===== config.mk =====
export PLATFORM = sky130hd
export DESIGN_NAME = pe_accumulator
export DESIGN_NICKNAME = d
export VERILOG_FILES = /design/src/rtl/pe_pkg.sv /design/src/rtl/pe_requant.sv /design/src/rtl/pe_accumulator.sv
export SDC_FILE = /design/constraint.sdc
export NUM_CORES = 1
export LEC_CHECK = 0
export BUFFER_PORTS_ARGS = -buffer_cell sky130_fd_sc_hd__buf_2
export CAP_MARGIN = 20
export CORE_UTILIZATION = 43
export CTS_CLUSTER_SIZE = 40
export DETAILED_ROUTE_END_ITERATION = 10
export GPL_TIMING_DRIVEN = 0
export PLACE_DENSITY = 0.66
export RECOVER_POWER = 50
export SETUP_SLACK_MARGIN = 0.05
export SYNTH_ARGS = -nofsm -noshare
export SYNTH_HDL_FRONTEND = slang
export SYNTH_HIERARCHICAL = 1
export SYNTH_SLANG_ARGS = --single-unit

===== constraint.sdc =====
create_clock -name clk -period 2.9 [get_ports clk]
set_input_delay 0.145 -clock clk [delete_from_list [all_inputs] [get_ports clk]]
set_output_delay 0.145 -clock clk [all_outputs]
set_load 0.005 [all_outputs]

===== src/rtl/pe_pkg.sv =====
// Shared PE definitions: widths, accumulator FSM states and saturating add.
package pe_pkg;

  localparam int unsigned DATA_W    = 15;
  localparam int unsigned ACT_W     = 8;
  localparam int unsigned SHIFT_W   = 4;
  localparam int unsigned ACC_W_DEF = 24;
  localparam int unsigned CNT_W_DEF = 8;
  // Widest accumulator the saturating add supports.
  localparam int unsigned MAX_ACC_W = 32;

  typedef enum logic [1:0] {
    IDLE  = 2'd0,
    ACCUM = 2'd1,
    DONE  = 2'd2
  } pe_state_e;

  typedef logic signed [MAX_ACC_W-1:0] acc_wide_t;

  typedef struct packed {
    logic      ovf;
    acc_wide_t sum;
  } sat_res_t;

  // Signed add clamped to a w-bit two's complement range; ovf flags a clamp.
  function automatic sat_res_t sat_add(input acc_wide_t a, input acc_wide_t b,
                                       input int unsigned w);
    logic signed [MAX_ACC_W:0] s;
    logic signed [MAX_ACC_W:0] hi;
    logic signed [MAX_ACC_W:0] lo;
    sat_res_t                  r;
    s  = (MAX_ACC_W+1)'(a) + (MAX_ACC_W+1)'(b);
    hi = (MAX_ACC_W+1)'((64'd1 << (w - 1)) - 64'd1);
    lo = ~hi;
    r.ovf = (s > hi) || (s < lo);
    if (s > hi) begin
      r.sum = MAX_ACC_W'(hi);
    end else if (s < lo) begin
      r.sum = MAX_ACC_W'(lo);
    end else begin
      r.sum = MAX_ACC_W'(s);
    end
    return r;
  endfunction

endpackage


===== src/rtl/pe_requant.sv =====
// Requantiser: ReLU, arithmetic right shift, clamp to the activation range.
module pe_requant
  import pe_pkg::*;
#(
  parameter int unsigned ACC_W = ACC_W_DEF
) (
  input  logic signed [ACC_W-1:0]   x,
  input  logic        [SHIFT_W-1:0] shift,
  output logic        [ACT_W-1:0]   act_c
);

  localparam logic signed [ACC_W-1:0] ACT_MAX = ACC_W'((1 << ACT_W) - 1);

  logic signed [ACC_W-1:0] y;

  // Non-positive inputs map to zero; positive ones are shifted then clamped.
  always_comb begin
    act_c = '0;
    y     = x >>> shift;
    if (!x[ACC_W-1] && (x != '0)) begin
      act_c = (y > ACT_MAX) ? ACT_W'(ACT_MAX) : ACT_W'(y);
    end
  end

endmodule


===== src/rtl/pe_accumulator.sv =====
// Window accumulator: sums shift-products onto a bias, then requantises.
module pe_accumulator
  import pe_pkg::*;
#(
  parameter int unsigned ACC_W = ACC_W_DEF,
  parameter int unsigned CNT_W = CNT_W_DEF
) (
  input  logic                     clk,
  input  logic                     rst,
  input  logic                     i_start,
  input  logic signed [ACC_W-1:0]  i_bias,
  input  logic        [CNT_W-1:0]  i_num_terms,
  input  logic        [SHIFT_W-1:0] i_shift,
  input  logic                     i_valid,
  input  logic signed [DATA_W-1:0] i_data,
  output logic                     o_busy,
  output logic                     o_valid,
  output logic signed [ACC_W-1:0]  o_sum,
  output logic        [ACT_W-1:0]  o_act,
  output logic                     o_overflow
);

  pe_state_e               state;
  pe_state_e               state_next;
  pe_state_e               start_state_c;
  logic signed [ACC_W-1:0] acc;
  logic [CNT_W-1:0]        cnt;
  logic [CNT_W-1:0]        num_q;
  logic [SHIFT_W-1:0]      shift_q;
  logic                    accept_c;
  logic                    last_c;
  sat_res_t                sat_c;
  logic [ACT_W-1:0]        act_c;

  pe_requant #(.ACC_W(ACC_W)) u_requant (
    .x     (acc),
    .shift (shift_q),
    .act_c (act_c)
  );

  // Next-state logic; a start always wins over a term arriving the same cycle.
  always_comb begin
    state_next    = state;
    start_state_c = (i_num_terms == '0) ? DONE : ACCUM;
    accept_c      = (state == ACCUM) && i_valid && !i_start;
    last_c        = accept_c && ((cnt + CNT_W'(1)) == num_q);
    sat_c         = sat_add(MAX_ACC_W'(acc), MAX_ACC_W'(i_data), ACC_W);
    case (state)
      IDLE: begin
        if (i_start) state_next = start_state_c;
      end
      ACCUM: begin
        if (i_start)     state_next = start_state_c;
        else if (last_c) state_next = DONE;
      end
      DONE: begin
        state_next = i_start ? start_state_c : IDLE;
      end
      default: state_next = IDLE;
    endcase
  end

  // State register, accumulator datapath and registered outputs.
  always_ff @(posedge clk or posedge rst) begin
    if (rst) begin
      state      <= IDLE;
      acc        <= '0;
      cnt        <= '0;
      num_q      <= '0;
      shift_q    <= '0;
      o_busy     <= 1'b0;
      o_valid    <= 1'b0;
      o_sum      <= '0;
      o_act      <= '0;
      o_overflow <= 1'b0;
    end else begin
      state   <= state_next;
      o_busy  <= (state_next == ACCUM);
      o_valid <= (state_next == DONE);
      if (state == DONE) begin
        o_sum <= acc;
        o_act <= act_c;
      end
      if (i_start) begin
        acc        <= i_bias;
        cnt        <= '0;
        num_q      <= i_num_terms;
        shift_q    <= i_shift;
        o_overflow <= 1'b0;
      end else if (accept_c) begin
        acc <= ACC_W'(sat_c.sum);
        cnt <= cnt + CNT_W'(1);
        if (sat_c.ovf) o_overflow <= 1'b1;
      end
    end
  end

endmodule

==> impl_metrics.py <==
metrics = {
    "timing": {
        "period_minus_slack_ns": 2.79,
        "worst_slew_pin_slew_ns": 1.01,
        "hold_viol": 0,
        "setup-tns-final_ns": 0,
        "max_slew_margin": 0.325,
        "max_freq_mhz": 359,
        "final.setup_skew_ns": 0.00905,
        "drv_slew": 0,
        "fin_crit_sh": 0.961,
        "rsz0062_at_grt": "yes",
        "whs_ns": 0.00900,
        "setup_violations": 0,
    },
    "drt": {
        "drc": 0,
        "first_iter_violations": 227,
        "drtPass1Iterations": 5,
        "ant_nets": 0,
        "avgViaCountPerCell": 5.70,
        "wl_per_cell_um": 18.4,
        "vias": 5036,
        "drt_wl_total_um": 16200,
    },
    "power": {
        "power.density_nw_per_um2": 655,
        "peakVddDrop_uv": 333,
        "total_leakage_power_nw": 3.24,
        "finalPower_w": 0.00461,
    },
    "global_route": {
        "grt_pass1_wl_um": 25900,
        "antenna_found_initial": 0,
        "grt_max_degree": 63,
        "overflow": 0,
        "grt_pass1_vias": 4941,
        "grt_use_total": 0.234,
    },
    "clocking": {
        "cts.clk_slew.worst_paths_ns": 0.06,
        "cts_buffers": 9,
        "clock_path_buffers": 2,
        "worstSkewPairLatency_ns": 0.35,
        "root_buffer": "clkbuf_16",
        "cts.sinks": 81,
        "cts_max_level": 3,
        "tritoncts": "yes",
    },
    "logic_synthesis": {
        "ys.flop_type": "dfrtp_1",
        "synth-seq-cells": 81,
        "synth_warnings": 6,
        "synthArstFlopShare": 1.00,
        "synth_area_um2": 5840,
        "avgSynthCellArea_um2": 9.90,
        "syn_inst": 590,
        "yosysUniqueCellTypes": 74,
        "synth.net_count": 671,
        "ys_seq_area_frac": 0.347,
        "synth_edf_count": 0,
    },
    "floorplan": {
        "dieHeight_um": 119,
        "fp-row-count": 42,
        "die_w_um": 119,
        "initial_core_util": 0.441,
        "ios": 90,
        "die_area_um2": 14100,
        "coreArea_um2": 13200,
    },
    "placed_design": {
        "routabilityCongestion": 0.887,
        "port_buffers": 88,
        "dp_hpwl_um": 12200,
        "placed_area_um2": 6530,
    },
    "run": {
        "max_cap_violations": 0,
    },
    "finish": {
        "final_layout_size_suffix_gt1_frac": 0.342,
        "final_area_um2": 7040,
        "diodes": 0,
        "area_growth_pct": 20.4,
        "num-fill-cells": 1229,
        "finalNetCount": 784,
    },
    "critical_path": {
        "critPathMaxStageDelay_ns": 0.58,
        "critPathMaxFanout": 8,
        "cp_data_arrival_time_ns": 3.04,
        "cp-start-kind": "flop",
        "worstSetupEndpointType": "flop",
        "reg2reg_slack_ns": 0.11,
        "slowest_stage": "dfrtp_1",
        "critPathKind": "reg -> reg",
        "crit_path_cell_trace": "ha_1 > nand4_1 > nor2_1 > a21oi_2 > o31ai_4 > a21oi_4 > mux2i_4 > buf_6 > nand2_1 > a22oi_1",
        "crit_required_ns": 3.15,
    },
    "hold_path": {
        "hold_path_class": "in -> reg",
    },
    "status": {
        "status": "finished clean",
    },
}
## worst max-delay path, delay by kind of cell, from the launching register on
family | cells | cell delay, ns
AOI/OAI and AO/OA | 4 | 0.77
DFF | 1 | 0.58
muxes | 1 | 0.41
adders and majority gates | 1 | 0.38
and+or+nand+nor | 3 | 0.35
buffers and inverters | 1 | 0.19
## where the power goes
part	total [W]	switching, W	internal, W
clock	0.00120	0.000485	0.000719
sequential	0.00148	0.000221	0.00126
combinational	0.00193	0.00103	0.000901
## flip-flops by register name, indices dropped and copies added, names as in the netlist
register	flops
acc	24
cnt	8
num_q	8
o_act	8
o_busy	1
o_overflow	1
o_sum	24
o_valid	1
shift_q	4
state	2
## repair_timing
item / CTS / global route
endpoints found under the hold margin: 19 / 0
cloned: 0 / 2
buffers inserted: 3 / 7
gates resized for setup: 3 / 22
setup endpoints to repair: 21 / 22
hold buffers: 1 / 0
pin swaps: 1 / 3
## layout make-up
| class | instances | area [um^2] | area share |
|---|---|---|---|
| Sequential cell | 81 | 2040 | 0.289 |
| Timing Repair Buffer | 102 | 568 | 0.0807 |
| Multi-Input combinational cell | 467 | 3650 | 0.519 |
| Buffer | 30 | 203 | 0.0288 |
| Inverter | 12 | 46.3 | 0.00658 |
| Tap cell | 176 | 220 | 0.0313 |
| Clock inverter | 5 | 61.3 | 0.00871 |
| Clock buffer | 11 | 253 | 0.0359 |
## per-stage QoR
step / cells / util / worst slack (ns)
final: 884 / 0.531 / 0.113
after floorplan: 590 / - / 0.380
after CTS: 875 / 0.521 / 0.0683
after global placement: 854 / 0.491 / -0.231
after global routing: 884 / 0.531 / 0.0340
after detailed placement: 855 / 0.493 / -0.106
## metal layers
layer / GRT usage / up-vias / part of all wire
li1: - / 2411 / -
met1: 0.314 / 2457 / 0.46
met2: 0.387 / 143 / 0.48
met3: 0.0357 / 25 / 0.038
met4: 0.0775 / 0 / 0.023
met5: 0 / - / 0
## cells by family after synthesis
family	after synthesis	synth area share
flip-flops	81	0.347
AND/OR/NAND/NOR	162	0.132
buffers and inverters	42	0.0437
XOR/XNOR	38	0.0570
AO/OA/AOI/OAI	158	0.183
adder cells (fa/ha/maj)	26	0.0570
multiplexers	83	0.180
## synth_stat cells, types with 3 or more instances
library cell | number | area, um^2
a211oi_1 | 3 | 22.5
a21o_1 | 8 | 60.1
a21oi_2 | 3 | 26.3
dfrtp_1 | 81 | 2030
o21ai_0 | 31 | 155
nor3_1 | 12 | 60.1
xor2_1 | 9 | 78.8
a21oi_1 | 48 | 240
nand4_1 | 6 | 37.5
nand3b_1 | 4 | 30.0
mux2_2 | 57 | 642
ha_1 | 25 | 313
nor2_1 | 30 | 113
buf_6 | 7 | 78.8
o211ai_1 | 3 | 22.5
nand2_1 | 70 | 263
buf_2 | 4 | 20.0
clkbuf_1 | 15 | 56.3
mux2_4 | 5 | 75.1
nor4_1 | 6 | 37.5
nand3_1 | 7 | 35.0
o21bai_1 | 3 | 22.5
nor2b_1 | 6 | 37.5
o22ai_1 | 7 | 43.8
inv_1 | 11 | 41.3
mux2i_1 | 10 | 100
xnor2_1 | 29 | 254
mux4_2 | 6 | 135
a31oi_1 | 10 | 62.6
nand2b_1 | 4 | 25.0
a22oi_1 | 16 | 120
a22oi_2 | 3 | 37.5
## placed cells by master (no fill, tap or decap), types with 4 or more instances in the layout
cell       synthesis  layout
a21oi_2            3       4
buf_2              4      89
nand3_1            7       7
mux4_2             6       6
xnor2_1           29      29
dfrtp_2            0       7
a21oi_1           48      46
buf_4              0      11
nand4_1            6       6
ha_4               0       4
buf_6              7       7
nor2b_1            6       6
nand3b_1           4       4
mux2_4             5       5
o21ai_0           31      30
ha_1              25      18
dfrtp_1           81      74
xor2_1             9       9
a21o_1             8       8
mux2_2            57      57
mux2i_1           10      10
nor3_1            12      12
a22oi_1           16      16
clkbuf_8           2       4
nor4_1             6       6
inv_1             11      10
clkbuf_1          15      19
nand2_1           70      70
clkbuf_16          0       9
nor2_1            30      30
a31oi_1           10      10
nand2b_1           4       4
o22ai_1            7       7
## worst paths after layout
check                                start  endpoint  depth (start not counted)
max in group asynchronous              rst   acc[12]                          4
worst min-delay path            i_bias[23]   acc[23]                          3
worst max-delay path               acc[15]   acc[14]                         10
min in group asynchronous              rst  num_q[2]                          3
worst min register to register    o_sum[1]  o_sum[1]                          2
worst max register to register     acc[15]   acc[14]                         10
(Power assumes the default switching activity.)
